`config.mk`:
```
export PLATFORM = sky130hd
export DESIGN_NAME = mem_port_arbiter
export DESIGN_NICKNAME = d
export VERILOG_FILES = /design/src/rtl/mem_port_arbiter_pkg.sv /design/src/rtl/mem_port_arbiter_arb_select.sv /design/src/rtl/mem_port_arbiter.sv
export SDC_FILE = /design/constraint.sdc
export NUM_CORES = 1
export LEC_CHECK = 0
export CAP_MARGIN = 30
export CORE_UTILIZATION = 44
export DETAILED_ROUTE_END_ITERATION = 7
export PLACE_DENSITY_LB_ADDON = 0.08
export SYNTH_ARGS = -nofsm -noshare
export SYNTH_HDL_FRONTEND = slang
export SYNTH_SLANG_ARGS = --single-unit
```
`constraint.sdc`:
```
create_clock -name clk -period 6.5 [get_ports clk]
set_input_delay 0.975 -clock clk [delete_from_list [all_inputs] [get_ports clk]]
set_output_delay 0.975 -clock clk [all_outputs]
set_load 0.05 [all_outputs]
```
`src/rtl/mem_port_arbiter_pkg.sv`:
```
// Shared types for the unified-memory port arbiter.
//   arbState_t : arbiter FSM states
//   gnt_t      : grant decision from arb_select
//   MAX_I_WAIT_DEF : default number of D grants tolerated while I waits
package mem_arb_pkg;

  typedef enum logic [1:0] {
    IDLE   = 2'd0,
    BUSY_I = 2'd1,
    BUSY_D = 2'd2,
    DONE   = 2'd3
  } arbState_t;

  typedef enum logic [1:0] {
    GNT_NONE = 2'd0,
    GNT_I    = 2'd1,
    GNT_D    = 2'd2
  } gnt_t;

  localparam int MAX_I_WAIT_DEF = 4;

endpackage

```
`src/rtl/mem_port_arbiter_arb_select.sv`:
```
// Combinational grant selection between fetch (I) and data (D) requesters.
// D has priority unless I has already waited through MAX_I_WAIT D grants.
// Ports:
//   iReq, dReq : pending requests
//   waitCnt    : consecutive D grants made while I was pending
//   grant      : gnt_t encoding (GNT_NONE / GNT_I / GNT_D)
module arb_select
  import mem_arb_pkg::*;
#(
  parameter int MAX_I_WAIT = MAX_I_WAIT_DEF,
  parameter int CW         = 3
) (
  input  logic          iReq,
  input  logic          dReq,
  input  logic [CW-1:0] waitCnt,
  output logic [1:0]    grant
);

  localparam logic [CW-1:0] MAXW = CW'(MAX_I_WAIT);

  always_comb begin
    grant = GNT_NONE;
    if (dReq && (!iReq || (waitCnt < MAXW))) begin
      grant = GNT_D;
    end else if (iReq) begin
      grant = GNT_I;
    end
  end

endmodule

```
`src/rtl/mem_port_arbiter.sv`:
```
// Arbitrates one single-ported memory between instruction fetch (I) and
// data access (D). One transaction at a time: IDLE -> BUSY_x -> DONE -> IDLE.
// Ports:
//   clk, reset            : clock, asynchronous active-high reset
//   i_req/i_addr          : fetch request, held until i_done
//   i_rdata/i_done        : fetched word (held) and one-cycle completion
//   d_req/d_we/d_addr/d_wdata : data request, held until d_done
//   d_rdata/d_done        : load data (updated on loads only) and completion
//   m_req/m_we/m_addr/m_wdata : memory request side, stable through BUSY
//   m_rdata/m_ack         : memory response, m_ack ends the transaction
module mem_port_arbiter
  import mem_arb_pkg::*;
#(
  parameter int MAX_I_WAIT = MAX_I_WAIT_DEF,
  parameter int AW         = 32,
  parameter int DW         = 32
) (
  input  logic          clk,
  input  logic          reset,
  input  logic          i_req,
  input  logic [AW-1:0] i_addr,
  output logic [DW-1:0] i_rdata,
  output logic          i_done,
  input  logic          d_req,
  input  logic          d_we,
  input  logic [AW-1:0] d_addr,
  input  logic [DW-1:0] d_wdata,
  output logic [DW-1:0] d_rdata,
  output logic          d_done,
  output logic          m_req,
  output logic          m_we,
  output logic [AW-1:0] m_addr,
  output logic [DW-1:0] m_wdata,
  input  logic [DW-1:0] m_rdata,
  input  logic          m_ack
);

  localparam int CW = (MAX_I_WAIT < 1) ? 1 : $clog2(MAX_I_WAIT + 1);
  localparam logic [CW-1:0] MAXW = CW'(MAX_I_WAIT);

  arbState_t     state, stateNext;
  logic [CW-1:0] waitCnt;
  logic [1:0]    grantBits;
  gnt_t          grant;

  arb_select #(
    .MAX_I_WAIT(MAX_I_WAIT),
    .CW        (CW)
  ) uSelect (
    .iReq   (i_req),
    .dReq   (d_req),
    .waitCnt(waitCnt),
    .grant  (grantBits)
  );

  assign grant = gnt_t'(grantBits);

  always_ff @(posedge clk or posedge reset) begin
    if (reset) begin
      state <= IDLE;
    end else begin
      state <= stateNext;
    end
  end

  // m_req decodes directly from state so it drops the instant reset hits.
  always_comb begin
    stateNext = state;
    m_req     = 1'b0;
    unique case (state)
      IDLE: begin
        if (grant == GNT_D) begin
          stateNext = BUSY_D;
        end else if (grant == GNT_I) begin
          stateNext = BUSY_I;
        end
      end
      BUSY_I, BUSY_D: begin
        m_req = 1'b1;
        if (m_ack) begin
          stateNext = DONE;
        end
      end
      DONE: begin
        stateNext = IDLE;
      end
      default: begin
        stateNext = IDLE;
      end
    endcase
  end

  always_ff @(posedge clk or posedge reset) begin
    if (reset) begin
      waitCnt <= '0;
      m_we    <= 1'b0;
      m_addr  <= '0;
      m_wdata <= '0;
      i_rdata <= '0;
      d_rdata <= '0;
      i_done  <= 1'b0;
      d_done  <= 1'b0;
    end else begin
      i_done <= 1'b0;
      d_done <= 1'b0;
      unique case (state)
        IDLE: begin
          if (grant == GNT_I) begin
            m_addr  <= i_addr;
            m_we    <= 1'b0;
            m_wdata <= '0;
            waitCnt <= '0;
          end else if (grant == GNT_D) begin
            m_addr  <= d_addr;
            m_we    <= d_we;
            m_wdata <= d_wdata;
            if (!i_req) begin
              waitCnt <= '0;
            end else if (waitCnt != MAXW) begin
              waitCnt <= waitCnt + 1'b1;
            end
          end else if (!i_req) begin
            waitCnt <= '0;
          end
        end
        BUSY_I: begin
          if (m_ack) begin
            i_rdata <= m_rdata;
            i_done  <= 1'b1;
          end
        end
        BUSY_D: begin
          if (m_ack) begin
            d_done <= 1'b1;
            if (!m_we) begin
              d_rdata <= m_rdata;
            end
          end
        end
        default: begin
        end
      endcase
    end
  end

endmodule
```
# Word level (Yosys, flattened, before mapping)
# Index checks and enable logic that the tools add are counted.
word_totals:
  ramBits: 0
  ff_bits: 136
  mem_bits_ro: 0
  latch_bits: 0
  out_inout_bits: 132
  mem_count: 0
op_classes:
  order_cmp: 1
  add_sub_neg: 1
  div: 0
  n_mul: 0
  n_shift: 0
  muxes: 21
  n_reduce_logical: 11
  n_eq_ne: 10
  bitwise: 1
ops:
  columns: ["cell", "count"]
  rows:
  - ["$mux W32", 4]
  - ["$mux W3", 5]
  - ["$mux W2", 4]
  - ["$mux W1", 7]
  - ["$eq A2 B2 Y1 const B", 3]
  - ["$ne A3 B1 Y1 const B", 2]
  - ["$ne A3 B3 Y1 const B", 2]
  - ["$pmux W2 S3", 1]
  - ["$reduce_and A2 Y1", 3]
  - ["$reduce_and A3 Y1", 2]
  - ["$eq A2 B1 Y1 const B", 2]
  - ["$add A3 B1 Y3 const B", 1]
  - ["$lt A3 B3 Y1 const B", 1]
  - ["$logic_not A2 Y1", 1]
  - ["$ne A2 B2 Y1 const B", 1]
  - ["$reduce_bool A2 Y1", 1]
  - ["$reduce_or A2 Y1", 1]
  - ["$logic_and A1 B1 Y1", 1]
  - ["$logic_not A1 Y1", 1]
  - ["$logic_or A1 B1 Y1", 1]
  - ["$not A1 Y1", 1]

# Logic depth before layout (Yosys ltp)
depth:
  depth_word: 8
  depth_mapped: 8
  mapped_depth_nobuf: 5

# Hierarchy
# Synthesis repeated with hierarchy kept, for this count alone.
unflattened:
  cells_unflattened: 468
  area_unflattened_um2: 5799.3
modules_own_cells:
  columns: ["mod", "cells_each", "area_each_um2", "instances"]
  rows:
  - ["mem_port_arbiter", 465, 5780.5, 1]
  - ["arb_select", 3, 18.8, 1]

# Least setup slack after synthesis
# Ideal clock, no wire load.
synth_timing:
  kind: "input to register"
  from: "input port d_req"
  to: "register m_addr[0]"
  t_required_ps: 6377
  path_stages: 6
  t_arrival_ps: 1897
  slack_ps: 4480
  cell_sequence: "buf_2 nand2b_1 buf_4 nand3_1 buf_2 o221a_2"
synth_via:
  elab_chain_cells: 5
  elab_cells_between_ends: 7
  cone_classes: "eq/ne (2); mux (2); reduce/logical (3)"
synth_rtl:
  columns: ["item", "line_no", "rtl"]
  rows:
  - ["start: declaration", "mem_port_arbiter.sv:24", "input logic d_req,"]
  - ["$logic_and A1 B1 Y1 *", "mem_port_arbiter_arb_select.sv:23", "if (dReq && (!iReq || (waitCnt < MAXW))) begin"]
  - ["$mux W2 *", "mem_port_arbiter_arb_select.sv:23", null]
  - ["$eq A2 B1 Y1 / $eq A2 B2 Y1 (equally long branches)", "mem_port_arbiter.sv:108, mem_port_arbiter.sv:113", null]
  - ["$reduce_bool A2 Y1 (no line)", null, null]
  - ["$reduce_and A2 Y1 (no line)", null, null]
  - ["end signal: assignment", "mem_port_arbiter.sv:109", "m_addr <= i_addr;"]
  - ["end signal: assignment", "mem_port_arbiter.sv:114", "m_addr <= d_addr;"]
  - ["end: declaration", "mem_port_arbiter.sv:32", "output logic [AW-1:0] m_addr,"]
# Mark *: on every way between the ends. The rest lies on a longest branch, timed or not.
# A chain may end at the register's enable or synchronous reset.

# Worst setup path after layout
layout_timing:
  from: "register state[0]"
  to: "output port m_req"
layout_via:
  elab_chain_cells: 3
  elab_cells_between_ends: 4
  cone_classes: "eq/ne (2); mux (1); reduce/logical (1)"
layout_rtl:
  columns: ["item", "line_no", "rtl"]
  rows:
  - ["start: declaration", "mem_port_arbiter.sv:41", "arbState_t state, stateNext;"]
  - ["start signal: assignment", "mem_port_arbiter.sv:62", "state <= stateNext;"]
  - ["$eq A2 B1 Y1 / $eq A2 B2 Y1 (equally long branches)", "mem_port_arbiter.sv:70", "unique case (state)"]
  - ["$reduce_or A2 Y1 *", "mem_port_arbiter.sv:70", null]
  - ["$mux W1 *", "mem_port_arbiter.sv:70", null]
  - ["end: declaration", "mem_port_arbiter.sv:30", "output logic m_req,"]
# Marked as above.

==> impl_results.md <==
- Syn_nets: 520
- CTS Buf Count: 17
- Slew margin rel.: 0.370
- Pint: 3070 uW
- Sequential cell area: 3400 um^2
- Die width: 113 um
- Post-place setup slack: 3.13 ns
- Pwr Total: 5690 uW
- Critical Path Slowest Stage Cell: clkdlybuf4s50_1
- Area grow syn2layout: 61.8%
- CP Max Fanout: 4
- Clock Tree Buf Depth: 2
- R2r worst-path depth: 4
- GR Util met1: 0.288
- Worst Hold Class: flip-flop to flip-flop
- # clock sinks: 136
- Crit path to: m_req
- Post-synthesis sequential area ratio: 0.631
- CTS tree: done
- CTS Root Cell: clkbuf_16
- DRC viols: 0
- CP Data Required Time: 5.52 ns
- Comb power frac: 0.575
- WP data arrival: 2.05 ns
- Met2 Track Usage GR: 0.392
- Placed inst area: 8160 um^2
- Post-CTS setup buffers: 0
- Total GRT Usage: 0.236
- Register share of total power: 0.264
- Ratio of cells with drive above 1 in the final layout: 0.190
- Rows: 40
- CP startpoint kind: flip-flop
- Mean routed wirelength per cell: 18.2 um
- Skew-Pair Late Insertion Delay: 0.41 ns
- Routed Antenna Nets: 0
- Register bit count reported by yosys: 136
- Busiest grt layer: met2
- Pleak: 0.00371 uW
- Net Sw Frac: 0.461
- Setup crit end kind: primary output
- Psw: 2620 uW
- Final GP Congestion: 0.763
- Die ar.: 12700 um^2
- Endpoints failing hold: 0
- Clock Power Share: 0.160
- Max incr delay on CP: 0.86 ns
- RR Endpoint: m_addr[16]
- CP cell instances: inv_1 -> ha_1 -> clkdlybuf4s50_1
- Clk slew on worst S/H paths: 0.05 ns
- Cell Area, Synth: 5390 um^2
- # IOs: 266
- Via density: 5.30
- Post-route cell area: 8720 um^2
- Starting density of the core: 0.451
- Fill cells: 864
- Yosys warns: 0
- Vias in the first global route: 4355
- Final HPWL DP: 10100 um
- Crit. Startpoint: state[0]
- I/O Buffers: 265
- Syn Area/Cell: 14.2 um^2
- Post_cts resized: 0
- M3 GR Usage: 0.0702
- Final Setup Violations: 0
- Count of different cell masters after synthesis: 25
- Tightest Pin Transition: 0.942 ns
- Post-Syn Instances: 380
- DR pass1 iterations: 4
- Pin count of the biggest net entering global routing: 91
- Utilization after layout: 0.729
- Status: completed
- VDD IR max: 0.000353 V
- Htree depth: 4
- Area used by multi-input combinational logic: 1830 um^2
- Die height: 113 um
- PD cells: 653 nW/um^2
- Clock skew: 0.00769 ns
- Detailed-route wire length: 14500 um
- Setup TNS Final: 0 ns
- Max Slew Vio Count: 0
- Worst hold start: m_wdata[4]
- RSZ-0062 raised after global routing: false
- Final period util: 0.465
- CP Class: flip-flop to primary output
- Remaining Overflow, GRT: 0
- Setup WS post-layout: 3.48 ns
- Tmin final: 3.02 ns
- Final #Nets: 781
- R2R setup slack: 4.14 ns
- Cts hold-fix bufs: 0
- Fmax: 331 MHz
- MaxCap Viol Count: 0
- Number of DRC markers in iteration 0: 208
- Critical R2R Launch: state[0]
- Initial antenna violation count: 0
- Vias: 4237
- Number of diodes: 0
- Total core area: 12000 um^2
- First-pass GRT wire length: 22800 um
layout by cell type (no fill, tap or decap), drive strengths merged:
| cell | Yosys | layout |
|---|---|---|
| buf | 20 | 4 |
| bufinv | 0 | 2 |
| o21a | 1 | 1 |
| o22ai | 1 | 1 |
| ha | 6 | 6 |
| a31oi | 10 | 10 |
| nand2b | 26 | 26 |
| o221a | 24 | 24 |
| clkbuf | 7 | 20 |
| clkinv | 0 | 8 |
| nor2 | 10 | 10 |
| nor2b | 3 | 3 |
| mux2i | 2 | 2 |
| clkdlybuf4s50 | 0 | 265 |
| dfrtp | 136 | 136 |
| mux2 | 65 | 65 |
| o21ai | 10 | 10 |
| and2 | 1 | 1 |
| a22o | 33 | 33 |
| nand3 | 3 | 3 |
| nand4 | 1 | 1 |
| and3 | 1 | 1 |
| nand2 | 2 | 2 |
| inv | 9 | 9 |
| a21oi | 9 | 9 |
worst min-delay path by stage:
| stage | end | depth (start not counted) | slack [ns] |
|---|---|---|---|
| finish | m_wdata[4] | 1 | 0.50 |
| global route | m_wdata[4] | 1 | 0.50 |
| CTS | m_wdata[4] | 1 | 0.50 |
| detailed placement | m_wdata[19] | 1 | 0.49 |
| global placement | d_rdata[24] | 1 | 0.48 |
| floorplan | state[0] | 1 | 0.51 |
sequential cells by signal, summed over array words and instances (netlist names):
| name | cells |
|---|---|
| m_wdata | 32 |
| m_addr | 32 |
| d_done | 1 |
| waitCnt | 3 |
| m_we | 1 |
| state | 2 |
| i_done | 1 |
| d_rdata | 32 |
| i_rdata | 32 |
per-layer routing:
layer / routed length (um) / share of wire
met5: 0 / 0
met4: 285 / 0.020
met3: 1020 / 0.070
met2: 7420 / 0.51
met1: 5780 / 0.40
synth_stat cells:
cell type | n | area [um^2]
dfrtp_1 | 136 | 3400
mux2_2 | 64 | 721
a22o_1 | 33 | 289
nand2b_1 | 26 | 163
o221a_2 | 24 | 270
buf_2 | 16 | 80.1
a31oi_1 | 10 | 62.6
nor2_1 | 10 | 37.5
a21oi_1 | 9 | 45.0
inv_1 | 9 | 33.8
o21ai_0 | 9 | 45.0
clkbuf_1 | 7 | 26.3
ha_1 | 6 | 75.1
buf_4 | 4 | 30.0
nand3_1 | 3 | 15.0
nor2b_1 | 3 | 18.8
mux2i_1 | 2 | 20.0
nand2_1 | 2 | 7.51
and2_1 | 1 | 6.26
and3_1 | 1 | 6.26
mux2_1 | 1 | 11.3
nand4_1 | 1 | 6.26
o21a_1 | 1 | 7.51
o21ai_1 | 1 | 5.00
o22ai_1 | 1 | 6.26
power groups by stage:
stage | Clock, uW | Combinational, uW | Sequential, uW
finish | 913 | 3280 | 1510
global route | 978 | 3400 | 1560
CTS | 929 | 3300 | 1510
detailed placement | 0 | 3290 | 1500
global placement | 0 | 3220 | 1490
floorplan | 0 | 751 | 2920
critical path, delay by kind of cell (launching register included):
family     cells  cell delay (ns)
flops          1             0.36
buf+inv        2             0.95
fa+ha+maj      1             0.33
layout make-up:
type / count / share of cell area
clock buffer: 20 / 0.0524
clock inverter: 10 / 0.0119
inverter: 9 / 0.00445
multi-input combinational: 208 / 0.210
sequential: 136 / 0.390
tap: 147 / 0.0211
timing repair buffer: 269 / 0.310
through the flow:
step           hold slack (ns)  std cells
2_1_floorplan            0.510        380
3_3_place_gp             0.476        768
3_5_place_dp             0.485        769
4_1_cts                  0.501        799
5_1_grt                  0.505        799
6_report                 0.497        799
cell families (layout without fill, tap and decap cells):
group                      after synthesis  count (layout)  synth area share
DFF                                    136             136             0.631
AOI/OAI and AO/OA                       88              88             0.136
muxes                                   67              67             0.139
and+or+nand+nor                         47              47            0.0483
buffers and inverters                   36             308            0.0316
adders and majority gates                6               6            0.0139
(Power assumes the default switching activity.)
